**src/rtl/mt9v032_lvds_word_decoder.sv**
```systemverilog
// MT9V032-style serial LVDS word decoder: finds 12-bit word alignment on a
// one-bit-per-clock stream, decodes embedded sync codes into a pixel stream.
module mt9v032_lvds_word_decoder #(
  parameter int LOCK_WORDS = 8,
  parameter int ERR_LIMIT  = 4,
  parameter int COUNT_W    = 12
) (
  input  logic               clk,
  input  logic               rst_n,
  input  logic               lvds_bit,
  output logic [9:0]         pix_data,
  output logic               pix_valid,
  output logic               pix_sof,
  output logic               pix_eol,
  output logic               frame_active,
  output logic               locked,
  output logic               sync_err,
  output logic [15:0]        frame_err_cnt,
  output logic [COUNT_W-1:0] line_count,
  output logic [COUNT_W-1:0] line_length
);

  localparam int GOOD_W = $clog2(LOCK_WORDS + 1);
  localparam int ERRC_W = $clog2(ERR_LIMIT + 1);

  localparam logic [9:0] CODE_SYNC  = 10'd1023;
  localparam logic [9:0] CODE_ZERO  = 10'd0;
  localparam logic [9:0] CODE_LS    = 10'd1;
  localparam logic [9:0] CODE_LE    = 10'd2;
  localparam logic [9:0] CODE_FE    = 10'd3;
  localparam logic [9:0] CODE_BLANK = 10'd4;

  typedef enum logic [1:0] {AL_HUNT, AL_VERIFY, AL_LOCKED} align_state_e;
  typedef enum logic [2:0] {SY_IDLE, SY_S1, SY_S2, SY_FRAME, SY_LINE} sync_state_e;

  // Serial window and framing test
  logic [11:0] r_sr;
  logic        w_framed;
  logic [9:0]  w_word;
  logic        w_phase_end;

  assign w_framed = r_sr[0] & ~r_sr[11];
  assign w_word   = r_sr[10:1];

  always_ff @(posedge clk or negedge rst_n) begin
    if (!rst_n) begin
      r_sr <= '0;
    end else begin
      // NOTE: non-blocking so every reader sees the pre-edge window this clock.
      r_sr <= {lvds_bit, r_sr[11:1]};
    end
  end

  // Align FSM
  align_state_e      r_align_state;
  logic [3:0]        r_phase;
  logic [GOOD_W-1:0] r_good;
  logic [ERRC_W-1:0] r_errs;
  logic [9:0]        r_word;
  logic              r_word_vld;
  logic              r_drop;
  logic              r_locked;
  logic [15:0]       r_frame_err_cnt;

  assign w_phase_end = (r_phase == 4'd11);

  always_ff @(posedge clk or negedge rst_n) begin
    if (!rst_n) begin
      r_align_state   <= AL_HUNT;
      r_phase         <= '0;
      r_good          <= '0;
      r_errs          <= '0;
      r_word          <= '0;
      r_word_vld      <= 1'b0;
      r_drop          <= 1'b0;
      r_locked        <= 1'b0;
      r_frame_err_cnt <= '0;
    end else begin
      r_word_vld <= 1'b0;
      r_drop     <= 1'b0;
      case (r_align_state)
        AL_HUNT: begin
          if (w_framed) begin
            r_phase       <= '0;
            r_good        <= GOOD_W'(1);
            r_align_state <= AL_VERIFY;
          end
        end
        AL_VERIFY: begin
          r_phase <= w_phase_end ? 4'd0 : r_phase + 4'd1;
          if (w_phase_end) begin
            if (w_framed) begin
              r_good <= r_good + GOOD_W'(1);
              if (r_good == GOOD_W'(LOCK_WORDS - 1)) begin
                r_align_state <= AL_LOCKED;
                r_locked      <= 1'b1;
                r_errs        <= '0;
              end
            end else begin
              r_align_state <= AL_HUNT;
            end
          end
        end
        AL_LOCKED: begin
          r_phase <= w_phase_end ? 4'd0 : r_phase + 4'd1;
          if (w_phase_end) begin
            r_word <= w_word;
            if (w_framed) begin
              r_errs     <= '0;
              r_word_vld <= 1'b1;
            end else begin
              if (r_frame_err_cnt != 16'hFFFF) r_frame_err_cnt <= r_frame_err_cnt + 16'd1;
              if (r_errs == ERRC_W'(ERR_LIMIT - 1)) begin
                // Lock lost: the sync FSM is told via r_drop instead of a word
                r_align_state <= AL_HUNT;
                r_locked      <= 1'b0;
                r_drop        <= 1'b1;
                r_errs        <= '0;
              end else begin
                r_errs     <= r_errs + ERRC_W'(1);
                r_word_vld <= 1'b1;
              end
            end
          end
        end
        default: r_align_state <= AL_HUNT;
      endcase
    end
  end

  // Sync FSM and one-deep pixel holder
  sync_state_e        r_sync_state;
  logic [9:0]         r_hold;
  logic               r_hold_vld;
  logic               r_sof_pend;
  logic [COUNT_W-1:0] r_pix_cnt;
  logic [COUNT_W-1:0] r_line_cnt;
  logic [9:0]         r_pix_data;
  logic               r_pix_valid;
  logic               r_pix_sof;
  logic               r_pix_eol;
  logic               r_frame_active;
  logic               r_sync_err;
  logic [COUNT_W-1:0] r_line_count;
  logic [COUNT_W-1:0] r_line_length;

  always_ff @(posedge clk or negedge rst_n) begin
    if (!rst_n) begin
      r_sync_state   <= SY_IDLE;
      r_hold         <= '0;
      r_hold_vld     <= 1'b0;
      r_sof_pend     <= 1'b0;
      r_pix_cnt      <= '0;
      r_line_cnt     <= '0;
      r_pix_data     <= '0;
      r_pix_valid    <= 1'b0;
      r_pix_sof      <= 1'b0;
      r_pix_eol      <= 1'b0;
      r_frame_active <= 1'b0;
      r_sync_err     <= 1'b0;
      r_line_count   <= '0;
      r_line_length  <= '0;
    end else begin
      r_pix_valid <= 1'b0;
      r_pix_sof   <= 1'b0;
      r_pix_eol   <= 1'b0;
      r_sync_err  <= 1'b0;
      if (r_drop) begin
        r_sync_state   <= SY_IDLE;
        r_hold_vld     <= 1'b0;
        r_frame_active <= 1'b0;
        r_sync_err     <= 1'b1;
      end else if (r_word_vld) begin
        case (r_sync_state)
          SY_IDLE: if (r_word == CODE_SYNC) r_sync_state <= SY_S1;
          SY_S1: begin
            if (r_word == CODE_ZERO)      r_sync_state <= SY_S2;
            else if (r_word != CODE_SYNC) r_sync_state <= SY_IDLE;
          end
          SY_S2: begin
            if (r_word == CODE_SYNC) begin
              r_sync_state   <= SY_FRAME;
              r_frame_active <= 1'b1;
              r_sof_pend     <= 1'b1;
              r_line_cnt     <= '0;
            end else begin
              r_sync_state <= SY_IDLE;
            end
          end
          SY_FRAME: begin
            if (r_word == CODE_LS) begin
              r_sync_state <= SY_LINE;
              r_pix_cnt    <= '0;
            end else if (r_word != CODE_BLANK) begin
              r_sync_state   <= SY_IDLE;
              r_frame_active <= 1'b0;
              r_sync_err     <= 1'b1;
            end
          end
          SY_LINE: begin
            if (r_word == CODE_LE || r_word == CODE_FE) begin
              if (r_hold_vld) begin
                r_pix_valid   <= 1'b1;
                r_pix_data    <= r_hold;
                r_pix_sof     <= r_sof_pend;
                r_pix_eol     <= 1'b1;
                r_sof_pend    <= 1'b0;
                r_line_length <= r_pix_cnt;
              end
              r_hold_vld <= 1'b0;
              if (r_word == CODE_LE) begin
                r_sync_state <= SY_FRAME;
                if (r_hold_vld) r_line_cnt <= r_line_cnt + COUNT_W'(1);
              end else begin
                r_sync_state   <= SY_IDLE;
                r_frame_active <= 1'b0;
                r_line_count   <= r_line_cnt + COUNT_W'(r_hold_vld);
                r_line_cnt     <= '0;
              end
            end else if (r_word == CODE_ZERO || r_word == CODE_LS) begin
              r_sync_state   <= SY_IDLE;
              r_hold_vld     <= 1'b0;
              r_frame_active <= 1'b0;
              r_sync_err     <= 1'b1;
            end else begin
              if (r_hold_vld) begin
                r_pix_valid <= 1'b1;
                r_pix_data  <= r_hold;
                r_pix_sof   <= r_sof_pend;
                r_sof_pend  <= 1'b0;
              end
              r_hold     <= r_word;
              r_hold_vld <= 1'b1;
              r_pix_cnt  <= r_pix_cnt + COUNT_W'(1);
            end
          end
          default: r_sync_state <= SY_IDLE;
        endcase
      end
    end
  end

  assign pix_data      = r_pix_data;
  assign pix_valid     = r_pix_valid;
  assign pix_sof       = r_pix_sof;
  assign pix_eol       = r_pix_eol;
  assign frame_active  = r_frame_active;
  assign locked        = r_locked;
  assign sync_err      = r_sync_err;
  assign frame_err_cnt = r_frame_err_cnt;
  assign line_count    = r_line_count;
  assign line_length   = r_line_length;

endmodule
```
**config.mk**
```make
export PLATFORM = sky130hd
export DESIGN_NAME = mt9v032_lvds_word_decoder
export DESIGN_NICKNAME = d
export VERILOG_FILES = /design/src/rtl/mt9v032_lvds_word_decoder.sv
export SDC_FILE = /design/constraint.sdc
export NUM_CORES = 1
export LEC_CHECK = 0
export CAP_MARGIN = 20
export CORE_MARGIN = 2
export CORE_UTILIZATION = 45
export DETAILED_ROUTE_END_ITERATION = 6
export PLACE_DENSITY = 0.68
export SETUP_SLACK_MARGIN = 0.3
export SLEW_MARGIN = 20
export SYNTH_ARGS = -nofsm -noshare
export SYNTH_HDL_FRONTEND = slang
export SYNTH_SLANG_ARGS = --single-unit
```
**constraint.sdc**
```tcl
create_clock -name clk -period 3.6 [get_ports clk]
set_input_delay 0.72 -clock clk [delete_from_list [all_inputs] [get_ports clk]]
set_output_delay 0.72 -clock clk [all_outputs]
set_load 0.05 [all_outputs]
```
Word level (Yosys, flattened, before mapping)
Cells that the tools add are included.
{"block": "word_totals", "register_bits": 132, "in_bits": 3, "out_inout_bits": 56}
{"block": "op_classes", "add_sub_neg": 7, "eq_ne": 40, "muxes": 102, "bitwise": 7, "reduce_logical": 31}
{"cell": "12-bit two-way mux", "n": 7}
{"cell": "1-bit two-way mux", "n": 52}
{"cell": "12-bit case mux with 2 select lines", "n": 2}
{"cell": "3-bit two-way mux", "n": 15}
{"cell": "10-bit two-way mux", "n": 3}
{"cell": "5-bit AND reduction", "n": 6}
{"cell": "2-bit inequality test (second input constant)", "n": 13}
{"cell": "12-bit by 1-bit adder with 12-bit output (second input constant)", "n": 2}
{"cell": "3-bit inequality test (second input constant)", "n": 7}
{"cell": "10-bit by 2-bit == test with 1-bit output (second input constant)", "n": 2}
{"cell": "4-bit two-way mux", "n": 5}
{"cell": "2-bit two-way mux", "n": 9}
{"cell": "6-bit AND reduction", "n": 3}
{"cell": "16-bit by 1-bit adder with 16-bit output (second input constant)", "n": 1}
{"cell": "16-bit inequality test (second input constant)", "n": 1}
{"cell": "4-bit inequality test (second input constant)", "n": 4}
{"cell": "4-bit case mux with 2 select lines", "n": 2}
{"cell": "3-bit case mux with 5 select lines", "n": 1}
{"cell": "7-bit AND reduction", "n": 2}
{"cell": "2-bit nonzero test", "n": 7}
{"cell": "12-bit by 1-bit adder with 12-bit output", "n": 1}
{"cell": "4-bit AND reduction", "n": 3}
{"cell": "10-bit by 1-bit == test with 1-bit output (second input constant)", "n": 1}
{"cell": "10-bit == test (second input constant)", "n": 1}
{"cell": "other kinds (24)", "n": 37}

Longest topological paths before layout
{"block": "depth", "word_depth": 7, "depth_mapped": 9}

Worst setup path before layout
OpenSTA, ideal clock, no wires.
{"block": "synth_timing", "path_type": "register to register", "start": "reg r_sync_state[0]", "end": "reg r_line_cnt[8]", "setup_ns": 0.087, "t_arrival_ns": 2.253, "slack_ns": 1.260, "stages_incl_launch_ff": 8, "cell_sequence": "dfrtp_1 > buf_6 > or3b_1 > buf_2 > or4_1 > a21o_1 > or4_4 > o211ai_2"}
{"block": "synth_via", "elab_chain_cells": 3, "elab_cells_between_ends": 8}
{"item": "start: declaration", "line_no": "132", "rtl": "sync_state_e r_sync_state;"}
{"item": "start signal: assignment", "line_no": "149", "rtl": "r_sync_state <= SY_IDLE;"}
{"item": "start signal: assignment", "line_no": "169", "rtl": "r_sync_state <= SY_IDLE;"}
{"item": "start signal: assignment", "line_no": "175", "rtl": "SY_IDLE: if (r_word == CODE_SYNC) r_sync_state <= SY_S1;"}
{"item": "3-bit == test / 3-bit by 2-bit == test with 1-bit output (equally long branches)", "line_no": "174", "rtl": "case (r_sync_state)"}
{"item": "3-bit inequality test (no line) (tied with other cells)"}
{"item": "6-bit AND reduction (no line)"}
{"item": "end signal: assignment", "line_no": "213", "rtl": "if (r_hold_vld) r_line_cnt <= r_line_cnt + COUNT_W'(1);"}
{"item": "end: declaration", "line_no": "137", "rtl": "logic [COUNT_W-1:0] r_line_cnt;"}
Several ways; a longest one is shown, not always the timed one.
A chain may end at the register's enable or synchronous reset.

Worst setup path in the final report
{"block": "layout_timing", "start": "reg r_sync_state[2]", "end": "reg r_line_count[1] (netlist: line_count[1])"}
{"block": "layout_via", "elab_chain_cells": 2}
{"item": "3-bit == test", "line_no": "174"}
{"item": "5-bit AND reduction (no line)"}
{"item": "end signal: assignment", "line_no": "217", "rtl": "r_line_count <= r_line_cnt + COUNT_W'(r_hold_vld);"}
{"item": "end: declaration", "line_no": "144", "rtl": "logic [COUNT_W-1:0] r_line_count;"}
Every way passes these cells.

==> impl_metrics.tcl <==
set metrics [dict create \
    finalWirelength_mm 12.6 \
    die-area_mm2 0.0146 \
    post_dp_cell_area_mm2 0.00691 \
    die_w_um 121 \
    viasPerCell 5.56 \
    startpoint_type "register" \
    synth_edf_count 0 \
    drv_slew 0 \
    async_flop_share 1.00 \
    critical_path_required_ps 3900 \
    dr.pass1.iters 4 \
    max_slew_margin 0.286 \
    synthFlopType "dfrtp_1" \
    postRouteAntennaNets 0 \
    numCtsBuffers 17 \
    finalCritPeriodShare 0.757 \
    grt_max_degree 133 \
    grt_overflow 0 \
    hpwl_mm 8.35 \
    synth_compound_area_frac 0.106 \
    pin_count 59 \
    path_class "reg -> reg" \
    antenna_found_initial 0 \
    portBuffers 58 \
    synthAdderAreaFrac 0.0223 \
    htreeDepth 4 \
    synth_top_family_by_area "simple AND/OR/NAND/NOR gates" \
    fin_tns_setup_ps 0 \
    min_period_ps 2730 \
    setup_viol 0 \
    layout.cells.non_filler 814 \
    vias 4525 \
    critPathMaxFanout 22 \
    synth.distinct_cells 56 \
    avgSynthCellArea_um2 10.9 \
    max_freq_mhz 367 \
    finalNetCount 639 \
    skew_ps 4.83 \
    grt_pass1_vias 4527 \
    worst-path-buf-inv 0 \
    pwr_density_cell_mw_per_mm2 461 \
    clkLatencyLatePin_ps 420 \
    cpLargestDelayFamily "simple AND/OR/NAND/NOR gates" \
    setup_ws_ps 874 \
    clockBufferDepth 2 \
    hold_viol_final 0 \
    synth-seq-cells 132 \
    hold_path_class "reg -> reg" \
    outcome "completed" \
    synthMuxAreaShare 0.101 \
    grt_setup_unrepaired "false" \
    critical-path-slowest-cell "and4_1" \
    cts-root-buf "clkbuf_16" \
    vdd_drop_max_mv 0.352 \
    grt_pass1_wl_mm 21.7 \
    cts_hold_buffers 0 \
    n_antenna_cell 0 \
    core-area_mm2 0.0133 \
    cts_post_setup_buffers_inserted 0 \
    crit_chain "or3b_1 -> nor2_1 -> and4_1 -> mux2_2" \
    synthSimpleGateAreaFrac 0.175 \
    cts.sinks 132 \
    chipHeight_um 121 \
    ys_seq_area_frac 0.536 \
    cts_tree "built" \
    cp_data_arrival_time_ps 3030 \
    wl_per_cell_um 15.4 \
    finalInstanceArea_mm2 0.00748 \
    max_stage_delay_ps 730 \
    path_clk_slew_ps 50 \
    area_growth_pct 21.5 \
    drt-initial-drc-count 298 \
    rows 42 \
    cap_violations 0 \
    track_usage 0.185 \
    synth_cells 567 \
    synth.net_count 581 \
    cts_resized 0 \
    ys_warn_count 0 \
    synth_xor_area_frac 0.0355 \
    worst_pin_slew_ps 1070 \
    drc_errors 0 \
    layout-drive-gt1-share 0.158 \
    place_inst 782 \
    p_leak_nw 3.27 \
    initial_core_util 0.463 \
    synthesis.area_mm2 0.00616 \
    cp-end-kind "register" \
    pre_cts_slack_ps 909 \
    routabilityCongestion 0.885 \
]
-- state kept, by name, indices dropped and copies added, names as in the netlist, 4 cells and up --
| name | flops |
|---|---|
| pix_data | 10 |
| line_count | 12 |
| line_length | 12 |
| r_line_cnt | 12 |
| r_good | 4 |
| r_phase | 4 |
| frame_err_cnt | 16 |
| r_pix_cnt | 12 |
| r_hold | 10 |
| r_sr | 12 |
| r_word | 10 |
-- layer usage --
layer / vias up / GRT usage / part of all wire
met3: 20 / 0.0432 / 0.039
met1: 2238 / 0.235 / 0.45
met5: - / 0 / 0
met2: 101 / 0.301 / 0.49
li1: 2166 / - / -
met4: 0 / 0.0843 / 0.021
-- final timing paths --
check | start | to | slack, ps | depth (start not counted)
worst max register to register | r_sync_state[2] | line_count[1] | 870 | 4
worst min register to register | r_sr[9] | r_sr[8] | 370 | 0
max in group asynchronous | rst_n | pix_sof | 2670 | 2
worst max-delay path | r_sync_state[2] | line_count[1] | 870 | 4
min in group asynchronous | rst_n | r_pix_cnt[3] | 410 | 2
worst min-delay path | r_sr[9] | r_sr[8] | 370 | 0
-- power by group --
| group | switching [mW] | internal (mW) |
|---|---|---|
| Combinational | 0.135 | 0.0879 |
| Sequential | 0.0422 | 1.52 |
| Clock | 0.610 | 1.05 |
| Total | 0.788 | 2.66 |
-- layout by cell type, fill, tap and decap left out, drive strengths merged, types with 3 or more instances in the layout --
| master | n |
|---|---|
| a21oi | 28 |
| a22o | 6 |
| a31oi | 8 |
| a41oi | 3 |
| and2 | 5 |
| and3 | 6 |
| buf | 7 |
| clkbuf | 22 |
| clkdlybuf4s50 | 57 |
| clkinv | 7 |
| dfrtp | 132 |
| ha | 11 |
| inv | 10 |
| mux2 | 51 |
| mux2i | 5 |
| nand2 | 45 |
| nand2b | 8 |
| nand3 | 30 |
| nand3b | 4 |
| nand4 | 15 |
| nor2 | 50 |
| nor2b | 5 |
| nor3 | 10 |
| nor4 | 7 |
| o211ai | 5 |
| o21ai | 27 |
| o31ai | 7 |
| or2 | 3 |
| or4 | 9 |
| xnor2 | 14 |
| xor2 | 11 |
-- final cells by class --
type                       count  area (um2)
timing repair buffer          64         636
tap                          176         220
inverter                      10        37.5
sequential                   132        3300
fill                        1156        5810
multi-input combinational    400        2720
clock inverter                10         106
clock buffer                  22         464
-- synth_stat cells, types with 3 or more instances --
cell        n  share of area
a21oi_1    28          0.023
clkbuf_1   18          0.011
and2_1      5         0.0051
a31oi_1     8         0.0081
or4_1       6         0.0073
nand4_1    15          0.015
nand2b_1    8         0.0081
or2_2       3         0.0030
o31ai_1     7         0.0085
a41oi_1     3         0.0043
inv_1      10         0.0061
or4_4       3         0.0055
nand3b_1    4         0.0049
buf_2       6         0.0049
nor2_1     49          0.030
ha_1       11          0.022
mux2i_1     5         0.0081
nor4_1      6         0.0061
xnor2_1    14          0.020
and3_1      6         0.0061
o21ai_0    26          0.021
mux2_2     51          0.093
nand3_1    30          0.024
o211ai_1    4         0.0049
dfrtp_1   132           0.54
xor2_1     11          0.016
a22o_1      6         0.0085
nor3_1     10         0.0081
nor2b_1     5         0.0051
nand2_1    45          0.027
-- worst register-to-register path, cell delays in order (launching register included) --
cell,delay [ps]
dfrtp_1,510
or3b_1,530
nor2_1,430
and4_1,730
mux2_2,410
-- through the flow --
stage | utilization | hold WS (ps) | power, mW
CTS | 0.563 | 377 | 3.49
global placement | 0.520 | 355 | 1.80
finish | 0.563 | 372 | 3.45
floorplan | - | 350 | 1.74
global route | 0.563 | 387 | 3.60
detailed placement | 0.520 | 358 | 1.82
-- cells by family after synthesis --
| kind of cell | count (synthesis) |
|---|---|
| AOI/OAI and AO/OA | 101 |
| xor gates and xnor gates | 25 |
| adders and majority gates | 11 |
| buffers and inverters | 35 |
| DFF | 132 |
| muxes | 56 |
| and+or+nand+nor | 207 |
Power figures use the tool's default switching activity.
